File: config.mk
export PLATFORM = sky130hd
export DESIGN_NAME = clk_rate_monitor
export DESIGN_NICKNAME = d
export VERILOG_FILES = /design/src/rtl/clk_rate_monitor.sv
export SDC_FILE = /design/constraint.sdc
export NUM_CORES = 1
export LEC_CHECK = 0
export BUFFER_PORTS_ARGS = -buffer_cell sky130_fd_sc_hd__buf_4
export CAP_MARGIN = 20
export CORE_UTILIZATION = 40
export DETAILED_ROUTE_END_ITERATION = 8
export PLACE_DENSITY_LB_ADDON = 0.2
export SKIP_CTS_REPAIR_TIMING = 1
export SYNTH_ARGS = -nofsm -noshare
export SYNTH_HDL_FRONTEND = slang
export SYNTH_SLANG_ARGS = --single-unit
File: constraint.sdc
create_clock -name i_local_clk -period 7 [get_ports i_local_clk]
set_input_delay 1.4 -clock i_local_clk [delete_from_list [all_inputs] [get_ports i_local_clk]]
set_output_delay 1.4 -clock i_local_clk [all_outputs]
set_load 0.005 [all_outputs]
File: src/rtl/clk_rate_monitor.sv
// Clock-rate monitor: measures the period of a divided clock sampled in the local_clk domain
// and reports lock, rate errors and stuck-clock timeouts to the link-training FSM.
module clk_rate_monitor #(
    parameter int PERIOD_G0  = 4,
    parameter int PERIOD_G1  = 8,
    parameter int PERIOD_G2  = 16,
    parameter int TOL        = 1,
    parameter int LOCK_COUNT = 4,
    parameter int CNT_W      = 8
) (
    input  logic             i_local_clk,
    input  logic             i_rst_n,
    input  logic             i_enable,
    input  logic [1:0]       i_gen_speed,
    input  logic             i_mon_clk,
    output logic             o_locked,
    output logic             o_rate_err,
    output logic             o_stuck,
    output logic [CNT_W-1:0] o_meas_period,
    output logic             o_period_valid
);

    localparam logic [1:0] S_IDLE    = 2'd0;
    localparam logic [1:0] S_ACQUIRE = 2'd1;
    localparam logic [1:0] S_TRACK   = 2'd2;
    localparam logic [1:0] S_LOCKED  = 2'd3;

    // Two spare bits so exp+TOL and 4*exp never overflow the comparison width.
    localparam int EW   = CNT_W + 2;
    localparam int MC_W = $clog2(LOCK_COUNT + 1);
    localparam logic [CNT_W-1:0] CNT_MAX = '1;

    logic             r_sync1;
    logic             r_sync2;
    logic             r_edge_q;
    logic [1:0]       r_gen_speed;
    logic [CNT_W-1:0] r_cnt;
    logic [MC_W-1:0]  r_match_cnt;
    logic [1:0]       r_state;
    logic             r_locked;
    logic             r_rate_err;
    logic             r_stuck;
    logic [CNT_W-1:0] r_meas;
    logic             r_valid;

    logic             w_rise;
    logic [EW-1:0]    w_exp;
    logic [EW-1:0]    w_timeout_lim;
    logic [EW-1:0]    w_cnt_ext;
    logic             w_match;
    logic             w_speed_chg;
    logic             w_timeout;
    logic [CNT_W-1:0] w_cnt_nxt;
    logic [1:0]       w_state_nxt;
    logic [MC_W-1:0]  w_mc_nxt;
    logic             w_rate_err_nxt;
    logic             w_stuck_nxt;
    logic             w_valid_nxt;
    logic [CNT_W-1:0] w_meas_nxt;

    assign w_rise = r_sync2 & ~r_edge_q;

    always_comb begin
        case (r_gen_speed)
            2'd1:    w_exp = EW'(PERIOD_G1);
            2'd2:    w_exp = EW'(PERIOD_G2);
            default: w_exp = EW'(PERIOD_G0);
        endcase
    end

    assign w_timeout_lim = w_exp << 2;
    assign w_cnt_ext     = EW'(r_cnt);
    assign w_match       = (w_cnt_ext <= w_exp + EW'(TOL)) &&
                           (w_cnt_ext + EW'(TOL) >= w_exp);
    assign w_speed_chg   = (i_gen_speed != r_gen_speed);
    assign w_timeout     = !w_rise && (w_cnt_ext >= w_timeout_lim);

    // Counter restarts at 1 on every rise so it always holds cycles elapsed since that rise.
    always_comb begin
        if (w_rise) begin
            w_cnt_nxt = CNT_W'(1);
        end else if (r_cnt == CNT_MAX) begin
            w_cnt_nxt = r_cnt;
        end else begin
            w_cnt_nxt = r_cnt + CNT_W'(1);
        end
    end

    always_comb begin
        w_state_nxt    = r_state;
        w_mc_nxt       = r_match_cnt;
        w_rate_err_nxt = 1'b0;
        w_stuck_nxt    = 1'b0;
        w_valid_nxt    = 1'b0;
        w_meas_nxt     = r_meas;

        if (!i_enable) begin
            w_state_nxt = S_IDLE;
            w_mc_nxt    = '0;
        end else if (w_speed_chg) begin
            w_state_nxt = S_ACQUIRE;
            w_mc_nxt    = '0;
        end else begin
            case (r_state)
                S_IDLE: begin
                    w_state_nxt = S_ACQUIRE;
                end
                S_ACQUIRE: begin
                    if (w_rise) begin
                        w_state_nxt = S_TRACK;
                        w_mc_nxt    = '0;
                    end
                end
                S_TRACK, S_LOCKED: begin
                    if (w_timeout) begin
                        w_stuck_nxt = 1'b1;
                        w_state_nxt = S_ACQUIRE;
                        w_mc_nxt    = '0;
                    end else if (w_rise) begin
                        w_meas_nxt  = r_cnt;
                        w_valid_nxt = 1'b1;
                        if (w_match) begin
                            if (r_state == S_TRACK) begin
                                w_mc_nxt = r_match_cnt + MC_W'(1);
                                if (r_match_cnt + MC_W'(1) == MC_W'(LOCK_COUNT)) begin
                                    w_state_nxt = S_LOCKED;
                                end
                            end
                        end else begin
                            w_rate_err_nxt = 1'b1;
                            w_mc_nxt       = '0;
                            w_state_nxt    = S_TRACK;
                        end
                    end
                end
                default: begin
                    w_state_nxt = S_IDLE;
                    w_mc_nxt    = '0;
                end
            endcase
        end
    end

    always_ff @(posedge i_local_clk or negedge i_rst_n) begin
        if (!i_rst_n) begin
            r_sync1     <= 1'b0;
            r_sync2     <= 1'b0;
            r_edge_q    <= 1'b0;
            r_gen_speed <= 2'd0;
            r_cnt       <= '0;
            r_match_cnt <= '0;
            r_state     <= S_IDLE;
            r_locked    <= 1'b0;
            r_rate_err  <= 1'b0;
            r_stuck     <= 1'b0;
            r_meas      <= '0;
            r_valid     <= 1'b0;
        end else begin
            r_sync1     <= i_mon_clk;
            r_sync2     <= r_sync1;
            r_edge_q    <= r_sync2;
            r_gen_speed <= i_gen_speed;
            r_cnt       <= w_cnt_nxt;
            r_match_cnt <= w_mc_nxt;
            r_state     <= w_state_nxt;
            r_locked    <= (w_state_nxt == S_LOCKED);
            r_rate_err  <= w_rate_err_nxt;
            r_stuck     <= w_stuck_nxt;
            r_meas      <= w_meas_nxt;
            r_valid     <= w_valid_nxt;
        end
    end

    assign o_locked       = r_locked;
    assign o_rate_err     = r_rate_err;
    assign o_stuck        = r_stuck;
    assign o_meas_period  = r_meas;
    assign o_period_valid = r_valid;

endmodule
Yosys cells after proc, flatten, opt, wreduce, memory -nomap -nowiden
Index checks and enable logic that the tools add are counted.
- register bits after elaboration: 30
- bits of input ports: 6
- output and inout port bits: 12
- logic and storage cells: 79
- $add $sub $neg: 4
- order comparisons: 3
- eq/ne operators: 14
- mux-type cells: 35
- bitwise operators: 4
- reductions and logical operators: 7
- operators with widths (cell ; number):
    3-bit two-way mux ; 7
    2-bit two-way mux ; 8
    8-bit two-way mux ; 2
    1-bit two-way mux ; 15
    10-bit by 1-bit adder with 10-bit output (second input constant) ; 1
    8-bit by 10-bit greater-or-equal comparator with 1-bit output ; 1
    9-bit by 10-bit greater-or-equal comparator with 1-bit output ; 1
    8-bit by 10-bit less-or-equal comparator with 1-bit output ; 1
    5-bit one-hot mux with 2 select lines ; 1
    8-bit by 1-bit adder with 9-bit output (second input constant) ; 1
    8-bit by 1-bit adder with 8-bit output (second input constant) ; 1
    2-bit == test (second input constant) ; 4
    8-bit == test (second input constant) ; 1
    6-bit inequality test (second input constant) ; 1
    2-bit one-hot mux with 3 select lines ; 1
    3-bit one-hot mux with 2 select lines ; 1
    5-bit inequality test (second input constant) ; 1
    5-bit AND reduction ; 1
    2-bit by 1-bit == test with 1-bit output (second input constant) ; 2
    4-bit by 1-bit inequality test with 1-bit output (second input constant) ; 1
    4-bit inequality test (second input constant) ; 1
    4-bit AND reduction ; 1
    3-bit by 1-bit adder with 3-bit output (second input constant) ; 1
    3-bit == test (second input constant) ; 1
    other kinds (8) ; 11

Logic depth before layout (Yosys ltp)
Gate-level depths: netlist of run 1.
- word-level depth: 12
- depth in mapped cells: 10
- gate-level depth less buffers: 9

Worst setup path before layout of run 1
OpenSTA, ideal clock, no wires.
- kind: input to register
- start point: input port i_gen_speed[1]
- end point: register r_meas[2] (netlist: o_meas_period[2])
- library setup time: 0.125 ns
- data arrival time: 2.480 ns
- data required time: 6.875 ns
- slack: 4.395 ns
- stages on the path: 6
- path buffers: 2
- cells stage by stage: xor2_2 > nor3b_2 > and3_1 > buf_6 > buf_6 > mux2_4
- cells in the longest elaborated chain, start to end: 3
- RTL lines (element ; RTL line ; source):
    from (decl) ; 14 ; input logic [1:0] i_gen_speed,
    2-bit inequality test ; 75 ; assign w_speed_chg = (i_gen_speed != r_gen_speed);
    1-bit NOT (no source line) ; - ;
    5-bit AND reduction (no source line) ; - ;
    to (signal assigned) ; 169 ; r_meas <= w_meas_nxt;
    to (decl) ; 43 ; logic [CNT_W-1:0] r_meas;
No other way between the ends.
A chain may end at the register's enable or synchronous reset.

Worst setup path in the final report of run 1
- start point: input port i_gen_speed[1]
- end point: register r_meas[7] (netlist: o_meas_period[7])
The elaborated chain is that of the path after synthesis.

==> run summary, run 1 <==
Slew Limit Fails -> 0
Syn Area/Cell -> 11.1 um^2
Area contributors post-synth -> dfrtp_1 (43%), ha_1 (13%), mux2_4 (4.3%)
Detail Route Antenna Nets -> 0
Seq. cell area -> 751 um^2
Fin crit period -> 2.81 ns
Asr flop ratio synth -> 100%
Actual slew at the worst max-slew pin -> 0.830 ns
CTS root buf -> clkbuf_8
VDD IR max -> 0.000124 V
Footprint of the multi-input gates -> 885 um^2
Sw frac -> 33.1%
DP HPWL -> 2.43 mm
Pint -> 321 uW
Final period utilization -> 40.1%
RePlAce Congestion -> 0.889
WP data arrival -> 2.97 ns
First-pass GRT wire length -> 5.53 mm
Overall Power -> 481 uW
Headroom to the max-slew limit -> 44.6%
DRT Pass-1 Iters -> 4
Main flop type after synthesis -> dfrtp_1
Avg Vias per Cell -> 5.34
Clk slew on worst S/H paths -> 0.06 ns
Clock Sink Count -> 30
Crit. End Element -> flip-flop
RSZ-0062 raised after global routing -> no
TNS Setup -> 0 ns
Synthesized instance count -> 156
Critical Path Stages -> 5
Drt total wl -> 3.28 mm
Clock Latency Late Sink -> 0.28 ns
Initial antenna violation count -> 0
Part of the power in registers -> 42.9%
Slowest Stage Delay on Critical Path -> 0.62 ns
Required time worst endpoint -> 7.16 ns
# diodes -> 0
IO Port Bufs -> 17
Crit path kind -> primary input to flip-flop
Clock group share of total power -> 29.3%
Worst path bufs/invs -> 1
Row cnt -> 23
Cells along the critical path -> buf_4 > xor2_2 > nor3b_2 > and3_1 > mux2_2
Synthesized cell area -> 1740 um^2
FILL cells -> 389
Logic pwr share -> 27.8%
Vias -> 1202
Clock buffer depth -> 2
# H-tree levels -> 2
Initial Util -> 42.5%
Synthesized net count -> 180
Vias in the first global route -> 1152
GR Overflow Total -> 0
Slowest cell on the critical path -> and3_1
Fin. Hold Viols -> 0
Largest net degree at the start of global routing -> 31
CTS tree -> done
Die ar. -> 4610 um^2
Worst Hold Class -> flip-flop to flip-flop
Seq/Total Area, Yosys -> 43.2%
Synth warnings -> 0
Core Footprint -> 4090 um^2
Yosys cell types -> 39
Synth top cells by count -> dfrtp_1 (30), ha_1 (18), inv_1 (15)
Number of CTS-inserted buffers -> 5
FF-to-FF path depth -> 9
Final Skew -> 0.00567 ns
Synth top area share -> 43.2%
Status -> completed
Pwr per Cell Area -> 244 nW/um^2
Top-count cell post-synth -> dfrtp_1
IO Count -> 18
GR Util All Layers -> 16.7%
#FFs+latches synth -> 30
Nets@finish -> 198
Critical Path Fanout Max -> 13
Wire length per cell -> 14.6 um
Die H -> 67.9 um
Max-capacitance violation count -> 0
Share of cells above drive strength 1 -> 24.0%
Maximum clock rate -> 356 MHz
Width of the chip -> 67.9 um
Initial drt markers -> 58
Utilization after layout -> 48.3%
Hold Crit Depth -> 0
Critical Path Start Type -> primary input
Cell family with most CP delay -> simple AND/OR/NAND/NOR gates
Yosys top cell by area -> dfrtp_1
Post-synth EDFFs -> 0
DRC viols -> 0
Final setup vio count -> 0
NetSw -> 159 uW
Lkg Pwr -> 0.936 nW
Area Overhead vs Synth -> 13.5%
## state kept, by name, summed over array words and instances (netlist names)
name            cells
o_locked            1
o_meas_period       8
o_period_valid      1
o_rate_err          1
o_stuck             1
r_cnt               8
r_edge_q            1
r_gen_speed         2
r_match_cnt         3
r_state             2
r_sync1             1
r_sync2             1
## logic make-up after synthesis
| kind of cell | count (synthesis) | share of synthesized area [%] |
|---|---|---|
| AND/OR/NAND/NOR | 42 | 13.9 |
| flip-flops | 30 | 43.2 |
| buffers and inverters | 21 | 5.90 |
| XOR/XNOR | 8 | 4.90 |
| multiplexers | 9 | 6.84 |
| adder cells (fa/ha/maj) | 18 | 13.0 |
| AO/OA/AOI/OAI | 28 | 12.3 |
## routing by layer
| layer | wire length, um | vias to the layer above | global-route usage [%] |
|---|---|---|---|
| met5 | 0 | - | 0 |
| met2 | 1560 | 42 | 26.6 |
| met4 | 34 | 0 | 6.25 |
| met3 | 166 | 5 | 4.00 |
| li1 | - | 584 | - |
| met1 | 1520 | 571 | 22.0 |
## through the flow
step | hold slack, ns | cells | setup WS, ns | cell area, um^2
final | 0.353 | 225 | 4.19 | 1970
after global routing | 0.377 | 225 | 4.09 | 1970
after CTS | 0.356 | 225 | 4.20 | 1970
after detailed placement | 0.339 | 217 | 3.91 | 1880
after global placement | 0.342 | 217 | 3.99 | 1880
after floorplan | 0.331 | 156 | 4.40 | 1740
## cells in the final DEF, fill, tap and decap left out, types with 5 or more instances in the layout
cell | netlist | routed
nor2_1 | 5 | 5
xnor2_1 | 5 | 5
inv_1 | 15 | 15
clkbuf_8 | 0 | 6
nand2_1 | 9 | 9
a31oi_1 | 5 | 5
ha_1 | 18 | 18
buf_4 | 0 | 17
dfrtp_1 | 30 | 30
mux2_4 | 5 | 5
o21ai_0 | 5 | 5
## final timing paths
kind | startpoint | endpoint | slack, ns
hold reg to reg | r_sync1$_DFF_PN0_ | r_sync2$_DFF_PN0_ | 0.35
min in group asynchronous | i_rst_n | o_meas_period[3]$_DFFE_PN0P_ | 1.03
hold / removal | r_sync1$_DFF_PN0_ | r_sync2$_DFF_PN0_ | 0.35
setup / recovery | i_gen_speed[1] | o_meas_period[7]$_DFFE_PN0P_ | 4.19
setup reg to reg | r_gen_speed[0]$_DFF_PN0_ | r_match_cnt[2]$_DFFE_PN0P_ | 4.51
max in group asynchronous | i_rst_n | r_cnt[2]$_DFFE_PN0P_ | 5.68
## power by group through the flow
stage	logic (mW)	registers, mW	clock network, mW
4_1_cts	0.135	0.206	0.144
6_report	0.133	0.206	0.141
5_1_grt	0.152	0.209	0.151
2_1_floorplan	0.106	0.202	0
3_3_place_gp	0.129	0.210	0
3_5_place_dp	0.134	0.209	0
## final cells by class
class	count	share of cell area (%)
Tap cell	50	3.17
Sequential cell	30	38.0
Timing Repair Buffer	17	6.47
Inverter	15	2.85
Multi-Input combinational cell	105	44.8
Clock buffer	7	4.38
Clock inverter	1	0.254
## worst register-to-register path: cells and delay by family (launching register included)
kind | cells | cell delay, ns
buffers and inverters | 2 | 0.13
DFF | 1 | 0.42
and+or+nand+nor | 2 | 0.26
adders and majority gates | 2 | 0.61
AOI/OAI and AO/OA | 3 | 1.01
(Power assumes the default switching activity.)
==> run 2, diff against run 1 <==
==> constraint.sdc (replaced) <==
create_clock -name i_local_clk -period 2.7 [get_ports i_local_clk]
set_input_delay 0.54 -clock i_local_clk [delete_from_list [all_inputs] [get_ports i_local_clk]]
set_output_delay 0.54 -clock i_local_clk [all_outputs]
set_load 0.005 [all_outputs]
==> run 2 against run 1 <==
Net effect: critical path type is now flip-flop to flip-flop; sequential cell count unchanged; wire length increased by 4.6%; register-to-register slack got worse by 4.2 ns; largest cell class unchanged; combinational power increased to 2.6 times the previous value; global-route usage decreased by 0.11 points.
==> run summary, run 2 (synthesis gave the netlist of run 1 again) <==
Drt total wl -> 3.43 mm (+4.6%)
Detail Route Antenna Nets -> 0 (unchanged)
FILL cells -> 390 (+0.26%)
WP data arrival -> 2.62 ns (-0.35 ns)
Final setup vio count -> 0 (unchanged)
Wire length per cell -> 15.2 um (+4.1%)
DRT Pass-1 Iters -> 4 (unchanged)
Worst Hold Class -> primary input to asynchronous set/reset pin
Nets@finish -> 200 (+1.0%)
DRC viols -> 0 (unchanged)
Maximum clock rate -> 410 MHz
GR Util All Layers -> 16.6% (-0.11 points)
Slew Limit Fails -> 0 (unchanged)
Vias -> 1199 (-0.25%)
TNS Setup -> 0 ns (unchanged)
Crit. End Element -> flip-flop
Headroom to the max-slew limit -> 68.0% (+23 points)
Fin crit period -> 2.44 ns
CTS root buf -> clkbuf_8
Die ar. -> 4610 um^2 (unchanged)
Crit path kind -> flip-flop to flip-flop
IO Count -> 18 (unchanged)
# H-tree levels -> 2 (unchanged)
Number of CTS-inserted buffers -> 5 (unchanged)
Lkg Pwr -> 0.937 nW (about the same)
Max-capacitance violation count -> 0 (unchanged)
Initial antenna violation count -> 0 (unchanged)
Initial Util -> 42.5% (unchanged)
Pwr per Cell Area -> 609 nW/um^2 (+150%)
DP Cell Count -> 219 (+0.92%)
Critical Path Fanout Max -> 6 (-7)
Initial drt markers -> 33 (-43%)
Worst R2R Setup Slack -> 0.26 ns (-4.25 ns)
Actual slew at the worst max-slew pin -> 0.480 ns (-0.349 ns)
Final Skew -> 0.00503 ns (-0.000644 ns)
# diodes -> 0 (unchanged)
RSZ-0062 raised after global routing -> no
Die H -> 67.9 um (unchanged)
Most common cell after layout, fill and taps aside -> dfrtp_1
Clk slew on worst S/H paths -> 0.06 ns (about the same)
Vias in the first global route -> 1109 (-3.7%)
Finished Layout Cells -> 226 (+0.44%)
Clock buffer depth -> 2 (unchanged)
Clock Latency Late Sink -> 0.27 ns (about the same)
CTS tree -> done
DP HPWL -> 2.50 mm (+3.2%)
Row cnt -> 23 (unchanged)
Most frequent cells in the layout -> dfrtp_1 (30), buf_4 (19), ha_1 (18)
Required time worst endpoint -> 2.88 ns (-4.28 ns)
Share of cells above drive strength 1 -> 23.9% (-0.14 points)
GR Overflow Total -> 0 (unchanged)
Area Overhead vs Synth -> 13.5% (unchanged)
First-pass GRT wire length -> 5.43 mm (-1.7%)
RePlAce Congestion -> 0.912 (+2.6%)
Avg Vias per Cell -> 5.31 (-0.69%)
Fin. Hold Viols -> 0 (unchanged)
Core Footprint -> 4090 um^2 (unchanged)
Clock Sink Count -> 30 (unchanged)
Status -> completed
Largest net degree at the start of global routing -> 31 (unchanged)
Final period utilization -> 90.3%
VDD IR max -> 0.000352 V (+180%)
IO Port Bufs -> 17 (unchanged)
Width of the chip -> 67.9 um (unchanged)
Critical Path Start Type -> flip-flop
==> run 2: layer usage <==
layer	part of all wire [%]	track usage, %	vias to the layer above	wire [um]
met3	3.7	4.00	7	127
met2	45	25.5	32	1560
met1	49	22.2	575	1670
li1	-	-	585	-
met5	0	0	-	0
met4	2.0	7.29	0	70
==> run 2: final timing paths <==
| path | start | to | cells after the start |
|---|---|---|---|
| worst max-delay path | r_gen_speed[0]$_DFF_PN0_ | r_match_cnt[0]$_DFFE_PN0P_ | 9 |
| worst min-delay path | i_rst_n | o_meas_period[6]$_DFFE_PN0P_ | 1 |
| worst max register to register | r_gen_speed[0]$_DFF_PN0_ | r_match_cnt[0]$_DFFE_PN0P_ | 9 |
| worst min register to register | r_sync1$_DFF_PN0_ | r_sync2$_DFF_PN0_ | 0 |
| max in group asynchronous | i_rst_n | o_locked$_DFF_PN0_ | 1 |
| min in group i_local_clk | r_sync1$_DFF_PN0_ | r_sync2$_DFF_PN0_ | 0 |
==> run 2: critical path: stages (launching register included) <==
cell and delay (ns):
dfrtp_1 0.41, inv_1 0.06, ha_1 0.33, inv_1 0.06, ha_1 0.27, nand2_1 0.06, o22a_1 0.21, a2111oi_4 0.54
nand4_2 0.18, o221ai_1 0.23
==> run 2: through the flow <==
step	util (%)	hold WS [ns]	cell area, um^2	setup WS, ns	power [mW]
final	48.3	0.192	1970	0.261	1.20
after global placement	46.4	0.344	1900	0.382	0.876
after CTS	48.3	0.198	1970	0.257	1.22
after floorplan	-	0.244	1740	0.487	0.800
after detailed placement	46.4	0.338	1900	0.265	0.883
after global routing	48.3	0.216	1970	0.113	1.28
==> run 2: area by class of cell <==
cell class | count | area (um^2) | area share, %
Sequential cell | 30 | 751 | 38.0
Multi-Input combinational cell | 105 | 885 | 44.8
Inverter | 15 | 56.3 | 2.85
Clock buffer | 7 | 76.3 | 3.87
Tap cell | 50 | 62.6 | 3.17
Timing Repair Buffer | 19 | 143 | 7.23
==> run 2: power by group <==
part	switching [mW]	internal (mW)
clock	0.147	0.177
combinational	0.196	0.149
sequential	0.0520	0.481
total	0.394	0.807
==> run 3, diff against run 2 <==
--- a/config.mk
+++ b/config.mk
@@ -10,6 +10,7 @@
 export CORE_UTILIZATION = 40
 export DETAILED_ROUTE_END_ITERATION = 8
 export PLACE_DENSITY_LB_ADDON = 0.2
+export REMOVE_ABC_BUFFERS = 1
 export SKIP_CTS_REPAIR_TIMING = 1
 export SYNTH_ARGS = -nofsm -noshare
 export SYNTH_HDL_FRONTEND = slang
==> run 3 against run 2 <==
Net effect: sequential power hardly changed; largest cell class unchanged; first-iteration DRC count grew 120%; sequential share of layout area shrank 0.29 points; hold slack got worse by 0.015 ns; largest power group unchanged.
==> run summary, run 3 (synthesis gave the netlist of run 1 again) <==
Final worst slack -> 0.196 ns (-0.0653 ns)
Pint -> 835 uW (+3.4%)
Crit path kind -> flip-flop to flip-flop
Final setup vio count -> 0 (unchanged)
Seq. cell area -> 751 um^2 (unchanged)
Part of the power in registers -> 42.5% (-1.8 points)
Final Skew -> 0.00188 ns (-0.00314 ns)
Detail Route Antenna Nets -> 0 (unchanged)
Largest net degree at the start of global routing -> 31 (unchanged)
Drt total wl -> 3.23 mm (-5.9%)
Nets@finish -> 200 (unchanged)
IO Port Bufs -> 17 (unchanged)
Fin crit period -> 2.50 ns (+0.0653 ns)
Logic pwr share -> 27.4% (-1.3 points)
Critical Path Start Type -> flip-flop
Hold Worst Slack -> 0.177 ns (-0.0149 ns)
Overall Power -> 1.25 mW (+4.0%)
Vias -> 1179 (-1.7%)
Area Overhead vs Synth -> 14.4%
Pwr per Cell Area -> 629 nW/um^2 (+3.2%)
Lkg Pwr -> 0.947 nW (+1.1%)
Clock group share of total power -> 30.1% (+3.2 points)
Finished Layout Cells -> 227 (+0.44%)
Worst Hold Class -> primary input to asynchronous set/reset pin
Die H -> 67.9 um (unchanged)
NetSw -> 415 uW (+5.3%)
# diodes -> 0 (unchanged)
Clock Sink Count -> 30 (unchanged)
Vias in the first global route -> 1092 (-1.5%)
Headroom to the max-slew limit -> 68.6% (+0.66 points)
Most common cell after layout, fill and taps aside -> dfrtp_1
TNS Setup -> 0 ns (unchanged)
Crit. End Element -> flip-flop
RePlAce Congestion -> 0.839 (-8.0%)
IO Count -> 18 (unchanged)
Placement Setup Slack -> 0.218 ns (-0.0470 ns)
Width of the chip -> 67.9 um (unchanged)
Share of cells above drive strength 1 -> 24.9% (+1.0 points)
First-pass GRT wire length -> 5.36 mm (-1.3%)
Core Footprint -> 4090 um^2 (unchanged)
Max-capacitance violation count -> 0 (unchanged)
DP Cell Count -> 219 (unchanged)
Most frequent cells in the layout -> dfrtp_1 (30), buf_4 (19), ha_1 (18)
Clock buffer depth -> 2 (unchanged)
Final period utilization -> 92.8% (+2.4 points)
CTS root buf -> clkbuf_8
DRT Pass-1 Iters -> 4 (unchanged)
Footprint of the multi-input gates -> 885 um^2 (unchanged)
RSZ-0062 raised after global routing -> no
Fin. Hold Viols -> 0 (unchanged)
Critical Path Fanout Max -> 6 (unchanged)
Avg Vias per Cell -> 5.19 (-2.1%)
Wire length per cell -> 14.2 um (-6.3%)
GR Overflow Total -> 0 (unchanged)
Clk slew on worst S/H paths -> 0.06 ns (about the same)
DP HPWL -> 2.32 mm (-7.3%)
FILL cells -> 373 (-4.4%)
Die ar. -> 4610 um^2 (unchanged)
Initial antenna violation count -> 0 (unchanged)
CTS tree -> done
Clock Latency Late Sink -> 0.28 ns (about the same)
WP data arrival -> 2.69 ns (+0.07 ns)
Maximum clock rate -> 399 MHz (-2.6%)
Row cnt -> 23 (unchanged)
VDD IR max -> 0.000229 V (-35%)
DRC viols -> 0 (unchanged)
Slew Limit Fails -> 0 (unchanged)
GR Util All Layers -> 16.6% (+0.018 points)
Initial drt markers -> 74 (+120%)
Status -> completed
# H-tree levels -> 2 (unchanged)
Sw frac -> 33.2% (+0.39 points)
Number of CTS-inserted buffers -> 5 (unchanged)
Actual slew at the worst max-slew pin -> 0.471 ns (-0.00991 ns)
Required time worst endpoint -> 2.88 ns (about the same)
Initial Util -> 42.5% (unchanged)
## run 3: cell count changes in the layout (fill, tap and decap cells not counted), sizes merged
cell	before	now
clkinv	0	1
## run 3: layer usage
layer / GRT usage (%) / wire length [um] / vias up
li1: - / - / 588
met1: 21.6 / 1600 / 559
met2: 24.8 / 1440 / 25
met3: 5.50 / 124 / 7
met4: 8.07 / 68 / 0
met5: 0 / 0 / -
## run 3: metrics by stage
stage | utilization [%] | area [um^2]
floorplan | - | 1690
detailed placement | 46.4 | 1900
global placement | 46.4 | 1900
CTS | 48.7 | 1990
finish | 48.7 | 1990
global route | 48.7 | 1990
## run 3: worst max-delay path, stage by stage (launching register included)
cell       delay [ns]
dfrtp_1          0.41
inv_1            0.06
ha_1             0.33
inv_1            0.05
ha_1             0.26
nand2_1          0.06
o22a_1           0.22
a2111oi_4        0.53
nand4_2          0.20
o221ai_1         0.26
## run 3: layout make-up
type                    count  share of cell area [%]
clock inverters             1                   0.252
flip-flops and latches     30                    37.8
inverters                  15                    2.83
well taps                  50                    3.15
clock buffers               7                    4.34
repair buffers             19                    7.17
multi-input cells         105                    44.5
## run 3: final timing paths
kind | to | cells past startpoint | slack [ns] | startpoint
worst max-delay path | r_match_cnt[1]$_DFFE_PN0P_ | 9 | 0.20 | r_gen_speed[0]$_DFF_PN0_
worst min-delay path | r_cnt[0]$_DFFE_PN0P_ | 1 | 0.18 | i_rst_n
worst max register to register | r_match_cnt[1]$_DFFE_PN0P_ | 9 | 0.20 | r_gen_speed[0]$_DFF_PN0_
worst min register to register | r_sync2$_DFF_PN0_ | 0 | 0.35 | r_sync1$_DFF_PN0_
max in group asynchronous | r_match_cnt[2]$_DFFE_PN0P_ | 1 | 2.25 | i_rst_n
min in group i_local_clk | r_sync2$_DFF_PN0_ | 0 | 0.35 | r_sync1$_DFF_PN0_
## run 3: power groups by stage
stage               Sequential [mW]  Clock (mW)  Combinational (mW)
floorplan                     0.525           0               0.266
global placement              0.540           0               0.337
detailed placement            0.540           0               0.342
CTS                           0.531       0.388               0.346
global route                  0.540       0.408               0.389
finish                        0.531       0.376               0.342
